File: src/rtl/mem_bus_arbiter_if.sv
// Signal bundle between the arbiter, the IF/MEM requesters and the external memory bus.
// slave = arbiter view; master = requester/memory view.
interface mem_bus_arbiter_if #(
    parameter int ADDR_W = 32,
    parameter int DATA_W = 32
);
    logic              i_req_i;
    logic [ADDR_W-1:0] i_addr_i;
    logic              i_ack_o;
    logic [DATA_W-1:0] i_rdata_o;

    logic              d_req_i;
    logic              d_we_i;
    logic [3:0]        d_sel_i;
    logic [ADDR_W-1:0] d_addr_i;
    logic [DATA_W-1:0] d_wdata_i;
    logic              d_ack_o;
    logic [DATA_W-1:0] d_rdata_o;

    logic              flush_i;
    logic              stallreq_if_o;
    logic              stallreq_mem_o;

    logic              bus_req_o;
    logic              bus_we_o;
    logic [3:0]        bus_sel_o;
    logic [ADDR_W-1:0] bus_addr_o;
    logic [DATA_W-1:0] bus_wdata_o;
    logic              bus_ack_i;
    logic [DATA_W-1:0] bus_rdata_i;
    logic              bus_err_o;

    modport slave (
        input  i_req_i, i_addr_i, d_req_i, d_we_i, d_sel_i, d_addr_i, d_wdata_i,
               flush_i, bus_ack_i, bus_rdata_i,
        output i_ack_o, i_rdata_o, d_ack_o, d_rdata_o, stallreq_if_o, stallreq_mem_o,
               bus_req_o, bus_we_o, bus_sel_o, bus_addr_o, bus_wdata_o, bus_err_o
    );

    modport master (
        output i_req_i, i_addr_i, d_req_i, d_we_i, d_sel_i, d_addr_i, d_wdata_i,
               flush_i, bus_ack_i, bus_rdata_i,
        input  i_ack_o, i_rdata_o, d_ack_o, d_rdata_o, stallreq_if_o, stallreq_mem_o,
               bus_req_o, bus_we_o, bus_sel_o, bus_addr_o, bus_wdata_o, bus_err_o
    );
endinterface

File: src/rtl/mem_bus_arbiter.sv
// Shares one memory bus between the IF fetch port and the MEM data port; bus_req_o rises one edge
// after grant, requester ack one edge after bus_ack_i or timeout; requesters stall until acked.
module mem_bus_arbiter #(
    parameter int ADDR_W  = 32,
    parameter int DATA_W  = 32,
    parameter int TIMEOUT = 255
) (
    input  logic             clk,
    input  logic             rst,
    mem_bus_arbiter_if.slave arb
);
    typedef enum logic [1:0] {IDLE, BUSY_I, BUSY_D, DRAIN} state_t;

    localparam logic [7:0] CNT_LAST = 8'(TIMEOUT - 1);

    state_t            r_state;
    state_t            w_next_state;
    logic [7:0]        r_cnt;
    logic              r_last_d;
    logic              r_bus_req;
    logic              r_bus_we;
    logic [3:0]        r_bus_sel;
    logic [ADDR_W-1:0] r_bus_addr;
    logic [DATA_W-1:0] r_bus_wdata;
    logic              r_bus_err;
    logic              r_i_ack;
    logic              r_d_ack;
    logic [DATA_W-1:0] r_i_rdata;
    logic [DATA_W-1:0] r_d_rdata;

    logic w_elig_i;
    logic w_elig_d;
    logic w_tmo;
    logic w_fin;
    logic w_grant_i;
    logic w_grant_d;
    logic w_end;
    logic w_done_i;
    logic w_done_d;

    // A side whose ack is showing this cycle has just been served and must not be re-granted.
    assign w_elig_i = arb.i_req_i & ~r_i_ack & ~arb.flush_i;
    assign w_elig_d = arb.d_req_i & ~r_d_ack;
    assign w_tmo    = (r_cnt == CNT_LAST) & ~arb.bus_ack_i;
    assign w_fin    = arb.bus_ack_i | w_tmo;

    always_comb begin
        w_next_state = r_state;
        w_grant_i    = 1'b0;
        w_grant_d    = 1'b0;
        w_end        = 1'b0;
        w_done_i     = 1'b0;
        w_done_d     = 1'b0;
        case (r_state)
            IDLE: begin
                if (w_elig_d && (!w_elig_i || !r_last_d)) begin
                    w_grant_d    = 1'b1;
                    w_next_state = BUSY_D;
                end else if (w_elig_i) begin
                    w_grant_i    = 1'b1;
                    w_next_state = BUSY_I;
                end
            end
            BUSY_I: begin
                if (w_fin) begin
                    w_end        = 1'b1;
                    w_done_i     = ~arb.flush_i;
                    w_next_state = IDLE;
                end else if (arb.flush_i) begin
                    w_next_state = DRAIN;
                end
            end
            BUSY_D: begin
                if (w_fin) begin
                    w_end        = 1'b1;
                    w_done_d     = 1'b1;
                    w_next_state = IDLE;
                end
            end
            DRAIN: begin
                if (w_fin) begin
                    w_end        = 1'b1;
                    w_next_state = IDLE;
                end
            end
            default: w_next_state = IDLE;
        endcase
    end

    always_ff @(posedge clk or negedge rst) begin
        if (!rst) begin
            r_state <= IDLE;
            r_cnt   <= 8'd0;
        end else begin
            r_state <= w_next_state;
            r_cnt   <= (w_next_state != r_state || r_state == IDLE) ? 8'd0 : r_cnt + 8'd1;
        end
    end

    always_ff @(posedge clk or negedge rst) begin
        if (!rst) begin
            r_last_d    <= 1'b0;
            r_bus_req   <= 1'b0;
            r_bus_we    <= 1'b0;
            r_bus_sel   <= 4'd0;
            r_bus_addr  <= '0;
            r_bus_wdata <= '0;
            r_bus_err   <= 1'b0;
            r_i_ack     <= 1'b0;
            r_d_ack     <= 1'b0;
            r_i_rdata   <= '0;
            r_d_rdata   <= '0;
        end else begin
            r_i_ack   <= w_done_i;
            r_d_ack   <= w_done_d;
            r_bus_err <= w_end & w_tmo;
            if (w_grant_d) begin
                r_bus_req   <= 1'b1;
                r_bus_we    <= arb.d_we_i;
                r_bus_sel   <= arb.d_sel_i;
                r_bus_addr  <= arb.d_addr_i;
                r_bus_wdata <= arb.d_wdata_i;
                r_last_d    <= 1'b1;
            end else if (w_grant_i) begin
                r_bus_req   <= 1'b1;
                r_bus_we    <= 1'b0;
                r_bus_sel   <= 4'hF;
                r_bus_addr  <= arb.i_addr_i;
                r_bus_wdata <= '0;
                r_last_d    <= 1'b0;
            end else if (w_end) begin
                r_bus_req   <= 1'b0;
            end
            // A timed-out transfer delivers zero data rather than whatever is on the bus.
            if (w_done_i) r_i_rdata <= arb.bus_ack_i ? arb.bus_rdata_i : '0;
            if (w_done_d) r_d_rdata <= arb.bus_ack_i ? arb.bus_rdata_i : '0;
        end
    end

    assign arb.i_ack_o        = r_i_ack;
    assign arb.i_rdata_o      = r_i_rdata;
    assign arb.d_ack_o        = r_d_ack;
    assign arb.d_rdata_o      = r_d_rdata;
    assign arb.stallreq_if_o  = arb.i_req_i & ~r_i_ack;
    assign arb.stallreq_mem_o = arb.d_req_i & ~r_d_ack;
    assign arb.bus_req_o      = r_bus_req;
    assign arb.bus_we_o       = r_bus_we;
    assign arb.bus_sel_o      = r_bus_sel;
    assign arb.bus_addr_o     = r_bus_addr;
    assign arb.bus_wdata_o    = r_bus_wdata;
    assign arb.bus_err_o      = r_bus_err;
endmodule
File: src/flat_wrapper.sv
// flat-port wrapper written by rule: the top's interface ports become plain ports
module mem_bus_arbiter_flat 
#(
    parameter int ADDR_W  = 32,
    parameter int DATA_W  = 32,
    parameter int TIMEOUT = 255
)
  (clk, rst, arb_i_req_i, arb_i_addr_i, arb_d_req_i, arb_d_we_i, arb_d_sel_i, arb_d_addr_i, arb_d_wdata_i, arb_flush_i, arb_bus_ack_i, arb_bus_rdata_i, arb_i_ack_o, arb_i_rdata_o, arb_d_ack_o, arb_d_rdata_o, arb_stallreq_if_o, arb_stallreq_mem_o, arb_bus_req_o, arb_bus_we_o, arb_bus_sel_o, arb_bus_addr_o, arb_bus_wdata_o, arb_bus_err_o);
  mem_bus_arbiter_if #(.ADDR_W(ADDR_W), .DATA_W(DATA_W)) arb_i ();
  input  logic clk;
  input  logic rst;
  input wire logic [$bits(arb_i.i_req_i)-1:0] arb_i_req_i;
  input wire logic [$bits(arb_i.i_addr_i)-1:0] arb_i_addr_i;
  input wire logic [$bits(arb_i.d_req_i)-1:0] arb_d_req_i;
  input wire logic [$bits(arb_i.d_we_i)-1:0] arb_d_we_i;
  input wire logic [$bits(arb_i.d_sel_i)-1:0] arb_d_sel_i;
  input wire logic [$bits(arb_i.d_addr_i)-1:0] arb_d_addr_i;
  input wire logic [$bits(arb_i.d_wdata_i)-1:0] arb_d_wdata_i;
  input wire logic [$bits(arb_i.flush_i)-1:0] arb_flush_i;
  input wire logic [$bits(arb_i.bus_ack_i)-1:0] arb_bus_ack_i;
  input wire logic [$bits(arb_i.bus_rdata_i)-1:0] arb_bus_rdata_i;
  output wire logic [$bits(arb_i.i_ack_o)-1:0] arb_i_ack_o;
  output wire logic [$bits(arb_i.i_rdata_o)-1:0] arb_i_rdata_o;
  output wire logic [$bits(arb_i.d_ack_o)-1:0] arb_d_ack_o;
  output wire logic [$bits(arb_i.d_rdata_o)-1:0] arb_d_rdata_o;
  output wire logic [$bits(arb_i.stallreq_if_o)-1:0] arb_stallreq_if_o;
  output wire logic [$bits(arb_i.stallreq_mem_o)-1:0] arb_stallreq_mem_o;
  output wire logic [$bits(arb_i.bus_req_o)-1:0] arb_bus_req_o;
  output wire logic [$bits(arb_i.bus_we_o)-1:0] arb_bus_we_o;
  output wire logic [$bits(arb_i.bus_sel_o)-1:0] arb_bus_sel_o;
  output wire logic [$bits(arb_i.bus_addr_o)-1:0] arb_bus_addr_o;
  output wire logic [$bits(arb_i.bus_wdata_o)-1:0] arb_bus_wdata_o;
  output wire logic [$bits(arb_i.bus_err_o)-1:0] arb_bus_err_o;
  assign arb_i.i_req_i = arb_i_req_i;
  assign arb_i.i_addr_i = arb_i_addr_i;
  assign arb_i.d_req_i = arb_d_req_i;
  assign arb_i.d_we_i = arb_d_we_i;
  assign arb_i.d_sel_i = arb_d_sel_i;
  assign arb_i.d_addr_i = arb_d_addr_i;
  assign arb_i.d_wdata_i = arb_d_wdata_i;
  assign arb_i.flush_i = arb_flush_i;
  assign arb_i.bus_ack_i = arb_bus_ack_i;
  assign arb_i.bus_rdata_i = arb_bus_rdata_i;
  assign arb_i_ack_o = arb_i.i_ack_o;
  assign arb_i_rdata_o = arb_i.i_rdata_o;
  assign arb_d_ack_o = arb_i.d_ack_o;
  assign arb_d_rdata_o = arb_i.d_rdata_o;
  assign arb_stallreq_if_o = arb_i.stallreq_if_o;
  assign arb_stallreq_mem_o = arb_i.stallreq_mem_o;
  assign arb_bus_req_o = arb_i.bus_req_o;
  assign arb_bus_we_o = arb_i.bus_we_o;
  assign arb_bus_sel_o = arb_i.bus_sel_o;
  assign arb_bus_addr_o = arb_i.bus_addr_o;
  assign arb_bus_wdata_o = arb_i.bus_wdata_o;
  assign arb_bus_err_o = arb_i.bus_err_o;
  mem_bus_arbiter #(.ADDR_W(ADDR_W), .DATA_W(DATA_W), .TIMEOUT(TIMEOUT)) u_core (.clk(clk), .rst(rst), .arb(arb_i));
endmodule
File: config.mk
export PLATFORM = sky130hd
export DESIGN_NAME = mem_bus_arbiter_flat
export DESIGN_NICKNAME = d
export VERILOG_FILES = /design/src/rtl/mem_bus_arbiter_if.sv /design/src/rtl/mem_bus_arbiter.sv /design/src/flat_wrapper.sv
export SDC_FILE = /design/constraint.sdc
export NUM_CORES = 1
export LEC_CHECK = 0
export ABC_AREA = 1
export CAP_MARGIN = 15
export CORE_ASPECT_RATIO = 1.25
export CORE_MARGIN = 2
export CORE_UTILIZATION = 42
export CTS_BUF_LIST = sky130_fd_sc_hd__clkbuf_16
export DETAILED_ROUTE_END_ITERATION = 16
export PLACE_DENSITY_LB_ADDON = 0.3
export SKIP_LAST_GASP = 1
export SYNTH_ARGS = -nofsm -noshare
export SYNTH_HDL_FRONTEND = slang
export SYNTH_SLANG_ARGS = --single-unit
File: constraint.sdc
create_clock -name clk -period 2 [get_ports clk]
set_clock_uncertainty 0.05 [all_clocks]
set_input_delay 0.4 -clock clk [delete_from_list [all_inputs] [get_ports clk]]
set_output_delay 0.4 -clock clk [all_outputs]
set_load 0.02 [all_outputs]
==> run_results.csv, run 1 <==
group,metric,value,unit
synthesis,synth-edff-count,0,
synthesis,synthArstFlopShare,100,%
sta,period_minus_slack,1890,ps
cts,post_cts_buffers,0,
sta,slew_headroom,68.7,%
setup_path,r2r_end,"u_core.arb.d_rdata_o[13]",
power_and_ir_drop,combPwrFrac,45.2,%
synthesis,yosysTopAreaCell,"dfrtp_1",
floorplanning,design.die.area,0.0157,mm2
floorplanning,rows,49,
synthesis,synth_warnings,0,
global_routing,grt.overflow.total,0,
power_and_ir_drop,p_int,9.33,mW
setup_path,crit_path_top_delay_cell,"clkdlybuf4s50_1",
synthesis,yosys.cell_count.top_type,"nand2_1",
sta,hold_viol_final,0,
global_routing,grt_usage,22.7,%
setup_path,end_kind,"primary output",
finish,final_area,0.00982,mm2
floorplanning,core,0.0143,mm2
status,status,"finished clean",
drt,drtAntennaViolNets,0,
power_and_ir_drop,seqPwrFrac,32.8,%
drt,routed_wirelength,17700,um
place,numPortBuffers,277,
place,placed_area,0.00921,mm2
power_and_ir_drop,clkPwrFrac,22.0,%
floorplanning,initial_core_util,43.0,%
sta,setup_violations,0,
sta,finalMaxSlewViolations,0,
setup_path,cpPeakStageDelay,690,ps
power_and_ir_drop,switchingPower,5.40,mW
drt,post-route-drc-count,0,
power_and_ir_drop,power.density,1500,mW/mm2
cts,insertion_delay,410,ps
drt,via_count,5379,
sta,hold_slack,418,ps
drt,viasPerCell,4.75,
floorplanning,die_h,139,um
drt,post_drt_wl_per_cell,15.6,um
sta,worstMarginPinSlew,469,ps
sta,setup-tns-final,0,ps
drt,drt-pass1-iter-count,4,
drt,drtIter0Drc,387,
setup_path,worstPathCellList,"clkdlybuf4s50_1",
drt,met1_length,7000,um
cts,cts_tree,"built",
synthesis,synthTopCellsByArea,"dfrtp_1 (60%), nand2_1 (18%), o21ai_2 (6.1%)",
setup_path,critPathKind,"reg2out",
power_and_ir_drop,power_leakage,4.52,nW
sta,rsz0062_at_grt,"no",
synthesis,avgSynthCellArea,9.47,um2
floorplanning,die_w,112,um
flow_run,cap_violations,0,
worst_hold_path,whs_endpoint,"u_core.arb.bus_wdata_o[20]",
finish,postLayoutCoreUtil,68.4,%
setup_path,required,1550,ps
power_and_ir_drop,max-vdd-ir-drop,0.942,mV
cts,clk_path_buf_depth,2,
synthesis,syn_inst,651,
finish,area_growth,59.3,%
global_routing,grt_max_degree,48,
synthesis,syn_area,0.00616,mm2
setup_path,reg2reg_from,"u_core.r_cnt[0]",
finish,layout-drive-gt1-share,11.9,%
drt,wl_met3,854,um
place,hpwlAfterDp,13000,um
finish,diodes,0,
synthesis,ys.flop_type,"dfrtp_1",
place,gp_congestion,0.863,
finish,fin_nets,1082,
setup_path,start_kind,"flop",
global_routing,grt_first_pass_wirelength,27900,um
global_routing,antenna_found_initial,0,
sta,fmax,528,MHz
cts,root_buffer,"clkbuf_16",
worst_hold_path,hp-start,"u_core.arb.bus_wdata_o[20]",
synthesis,synth_cell_types,27,
cts,cts_buffers,17,
cts,cts.clk_slew.worst_paths,50,ps
setup_path,arrival,1440,ps
cts,cts.sink_count,148,
setup_path,r2r_slack,210,ps
worst_hold_path,hold_class,"reg2reg",
cts,htreeDepth,4,
setup_path,path_buf_inv,1,
sta,period_share,94.7,%
drt,highest-signal-layer,"met4",
setup_path,reg2reg_depth,10,
setup_path,critical-path-top-delay-family,"buffers and inverters",
synthesis,synth_common_cells,"nand2_1 (303), dfrtp_1 (148), o21ai_2 (43)",
drt,wl_met2,8820,um
power_and_ir_drop,switching_share,36.7,%
synthesis,synth-seq-area-share,60.1,%
setup_path,cp_max_fo,2,
floorplanning,io-pin-count,278,
synthesis,syn-num-nets,792,
worst_hold_path,hold_path_depth,2,
synthesis,synth_top_area_share,60.1,%
global_routing,grt_pass1_vias,5315,
synthesis,synth-seq-cells,148,
-- flip-flops by register name, summed over array words and instances (netlist names), 2 cells and up --
signal and cells:
u_core.arb.i_rdata_o 32, u_core.r_cnt 8, u_core.arb.bus_wdata_o 32, u_core.r_state 2, u_core.arb.d_rdata_o 32, u_core.arb.bus_sel_o 4
u_core.arb.bus_addr_o 32
-- layer usage --
layer  vias up  GRT usage [%]
met3        57           4.92
met4         0           14.1
met1      2488           27.0
met2       188           37.4
li1       2646              -
met5         -              0
-- tightest hold or removal path: cells and delay by family, from the launching register on --
family,cells,cell delay (ps)
simple gates,2,100
flops,1,340
-- power groups by stage --
stage	Clock [mW]	Sequential [mW]	Combinational, mW
after floorplan	0	6.26	1.96
after global placement	0	4.82	6.63
after detailed placement	0	4.87	6.72
after CTS	3.31	4.84	6.74
after global routing	3.43	4.98	7.14
final	3.25	4.83	6.65
-- logic make-up after synthesis --
group	synth area share (%)
simple gates	24.8
fa+ha+maj	0.406
flops	60.1
compound gates	8.69
buf+inv	5.26
xor+xnor	0.710
-- cell type report --
cell class              count  area [um2]
clock buffers              17         425
inverters                  13        48.8
repair buffers            306        3100
fillers                  1154        4530
multi-input cells         455        2140
well taps                 178         223
clock inverters            15         173
flip-flops and latches    148        3700
-- cells in the final DEF, fill, tap and decap left out --
master and n:
nand3b_4 1, a21oi_1 8, a21oi_2 1, buf_12 9, o21ai_1 21, xnor2_1 1, or2_1 1, clkinv_1 4
o21ai_0 1, dlygate4sd2_1 2, bufinv_16 4, xor2_1 4, inv_1 14, clkinvlp_4 1, buf_4 19, clkdlybuf4s50_1 274
nor3_1 2, nand3_2 2, o21ai_2 43, dfrtp_1 148, buf_6 1, nand3_1 38, or2_2 1, inv_2 2
dlygate4sd3_1 1, nor2_1 17, clkinv_4 1, nor2_4 2, clkinv_2 2, nand2_1 302, nor2_2 2, clkbuf_16 17
nand2_2 5, nand3_4 1, ha_1 2
-- how the worst max path moves through the flow --
stage	start	to	depth (start not counted)
6_report	u_core.arb.bus_wdata_o[19]	arb_bus_wdata_o[19]	1
2_1_floorplan	u_core.arb.d_ack_o	u_core.arb.bus_addr_o[25]	8
3_3_place_gp	arb_i_req_i	arb_stallreq_if_o	4
5_1_grt	u_core.arb.bus_wdata_o[19]	arb_bus_wdata_o[19]	1
4_1_cts	u_core.arb.bus_wdata_o[19]	arb_bus_wdata_o[19]	1
3_5_place_dp	arb_i_req_i	arb_stallreq_if_o	4
-- stage by stage --
step	std cells	worst slack (ps)	total power [mW]
6_report	1132	106	14.7
3_3_place_gp	1099	-131	11.5
3_5_place_dp	1099	-115	11.6
2_1_floorplan	651	331	8.22
4_1_cts	1132	72.2	14.9
5_1_grt	1132	55.6	15.5
-- repair_timing --
action                     CTS  global route
hold buffers                 1             0
gates resized for setup      2             0
hold endpoints to repair    42             0
setup endpoints to repair    2             0
Note: power is estimated with default switching activity, not from simulation.
==> inputs of run 2 (changes only) <==
--- a/config.mk
+++ b/config.mk
@@ -5,11 +5,9 @@
 export SDC_FILE = /design/constraint.sdc
 export NUM_CORES = 1
 export LEC_CHECK = 0
-export ABC_AREA = 1
-export CAP_MARGIN = 15
 export CORE_ASPECT_RATIO = 1.25
 export CORE_MARGIN = 2
-export CORE_UTILIZATION = 42
+export CORE_UTILIZATION = 43
 export CTS_BUF_LIST = sky130_fd_sc_hd__clkbuf_16
 export DETAILED_ROUTE_END_ITERATION = 16
 export PLACE_DENSITY_LB_ADDON = 0.3
==> run_results.csv, run 2 <==
group,metric,value,unit
sta,hold_slack,316,ps
floorplanning,core,0.0150,mm2
drt,post_drt_wl_per_cell,19.2,um
drt,drt-pass1-iter-count,5,
drt,viasPerCell,5.41,
setup_path,path_buf_inv,1,
global_routing,grt_first_pass_wirelength,31400,um
setup_path,worstSetupPathDepth,1,
finish,postLayoutCoreUtil,68.9,%
floorplanning,die_h,143,um
power_and_ir_drop,power.density,1480,mW/mm2
synthesis,syn_inst,582,
cts,post_cts_buffers,0,
drt,post-route-drc-count,0,
global_routing,grt_pass1_vias,5836,
finish,final_area,0.0103,mm2
finish,final_common_cell,"clkdlybuf4s50_1",
finish,layout-drive-gt1-share,9.35,%
place,placed_cells_incl_taps,1026,
synthesis,synth-seq-area-share,55.9,%
setup_path,reg2reg_depth,4,
finish,final_cell_mix,"clkdlybuf4s50_1 (271), dfrtp_1 (148), inv_1 (71)",
cts,cts.sink_count,148,
setup_path,crit_end,"arb_i_rdata_o[21]",
sta,slew_headroom,75.7,%
drt,drtIter0Drc,435,
place,gp_congestion,0.878,
sta,setup_ws,109,ps
drt,drtAntennaViolNets,0,
cts,htreeDepth,4,
global_routing,grt_usage,24.8,%
floorplanning,die_w,115,um
sta,hold_viol_final,0,
floorplanning,rows,50,
setup_path,start_kind,"flop",
place,hpwlAfterDp,15000,um
sta,setup_violations,0,
setup_path,end_kind,"primary output",
setup_path,crit_path_top_delay_cell,"clkdlybuf4s50_1",
cts,cts_tree,"built",
global_routing,antenna_found_initial,3,
finish,fin_nets,1005,
sta,period_share,94.6,%
cts,insertion_delay,410,ps
drt,routed_wirelength,20400,um
setup_path,r2r_slack,290,ps
setup_path,reg2reg_from,"u_core.r_state[1]",
synthesis,yosysTopAreaCell,"dfrtp_1",
power_and_ir_drop,power_leakage,4.82,nW
power_and_ir_drop,total_power,15.3,mW
sta,period_minus_slack,1890,ps
finish,area_growth,56.0,%
finish,final_cells,1062,
floorplanning,io-pin-count,278,
synthesis,syn-num-nets,723,
worst_hold_path,hold_class,"in2reg",
synthesis,synth_common_cells,"dfrtp_1 (148), inv_1 (70), nand2_1 (36)",
setup_path,critPathKind,"reg2out",
synthesis,synth-edff-count,0,
place,placed_area,0.00973,mm2
setup_path,arrival,1440,ps
synthesis,avgSynthCellArea,11.4,um2
status,status,"finished clean",
setup_path,required,1550,ps
synthesis,yosys.cell_count.top_type,"dfrtp_1",
synthesis,ys.flop_type,"dfrtp_1",
drt,via_count,5741,
setup_path,r2r_end,"u_core.arb.bus_sel_o[2]",
synthesis,synth_top_area_share,55.9,%
cts,cts_buffers,17,
synthesis,synth-seq-cells,148,
flow_run,cap_violations,0,
cts,cts.clk_slew.worst_paths,60,ps
cts,root_buffer,"clkbuf_16",
setup_path,worstPathCellList,"clkdlybuf4s50_1",
global_routing,grt_max_degree,52,
cts,clk_path_buf_depth,2,
global_routing,grt.overflow.total,0,
synthesis,synthTopCellsByArea,"dfrtp_1 (56%), a221o_1 (4.8%), a22o_1 (4.4%)",
setup_path,crit_start,"u_core.arb.i_rdata_o[21]",
synthesis,synth_cell_types,40,
finish,nFillCells,1113,
sta,finalMaxSlewViolations,0,
place,numPortBuffers,277,
setup_path,critical-path-top-delay-family,"buffers and inverters",
synthesis,synthArstFlopShare,100,%
floorplanning,design.die.area,0.0164,mm2
setup_path,cp_max_fo,3,
synthesis,synth_warnings,0,
sta,fmax,529,MHz
sta,rsz0062_at_grt,"no",
setup_path,cpPeakStageDelay,650,ps
sta,setup-tns-final,0,ps
sta,worstMarginPinSlew,363,ps
floorplanning,initial_core_util,44.1,%
power_and_ir_drop,max-vdd-ir-drop,0.775,mV
place,dpl_worst_slack,-175,ps
synthesis,syn_area,0.00663,mm2
run 2: cell type report:
cell class              count  area (um2)  share of cell area [%]
well taps                 182         228                    2.20
inverters                  70         263                    2.54
clock buffers              17         425                    4.11
diodes                      3        7.51                  0.0726
flip-flops and latches    148        3700                    35.8
repair buffers            303        3090                    29.8
clock inverters            15         165                    1.60
multi-input cells         324        2460                    23.8
run 2: cell families (layout without fill, tap and decap cells):
logic type / after synthesis / count (layout) / synth area share, %
compound gates: 148 / 148 / 17.2
flops: 148 / 148 / 55.9
simple gates: 117 / 117 / 10.1
buf+inv: 110 / 405 / 7.31
mux: 54 / 54 / 8.78
xor+xnor: 3 / 3 / 0.397
fa+ha+maj: 2 / 2 / 0.378
other cells: 0 / 3 / 0
run 2: how the worst min path moves through the flow:
stage	start	end	depth (start not counted)
2_1_floorplan	rst	u_core.arb.bus_addr_o[0]	0
5_1_grt	arb_bus_ack_i	u_core.arb.bus_err_o	2
3_3_place_gp	rst	u_core.arb.i_rdata_o[21]	1
6_report	arb_bus_ack_i	u_core.arb.bus_err_o	2
4_1_cts	arb_bus_ack_i	u_core.arb.bus_err_o	2
3_5_place_dp	rst	u_core.arb.i_rdata_o[21]	1
run 2: metal layers:
layer  global-route usage [%]  vias to the layer above  wire, um
li1                         -                     2625         -
met1                     28.5                     2815      7870
met2                     40.8                      259     10000
met3                     8.70                       42      1890
met4                     12.4                        0       595
met5                        0                        -         0
run 2: power by group:
| group | internal [mW] | leakage [nW] | switching [mW] |
|---|---|---|---|
| logic | 3.69 | 2.87 | 3.52 |
| registers | 4.15 | 1.68 | 0.747 |
| clock network | 1.94 | 0.275 | 1.24 |
run 2: repair_timing:
| item | CTS | global route |
|---|---|---|
| hold endpoints to repair | 33 | 0 |
| pin swaps | 0 | 0 |
| gates resized for setup | 3 | 1 |
| hold buffers | 1 | 0 |
| setup endpoints to repair | 3 | 1 |
| cloned | 0 | 0 |
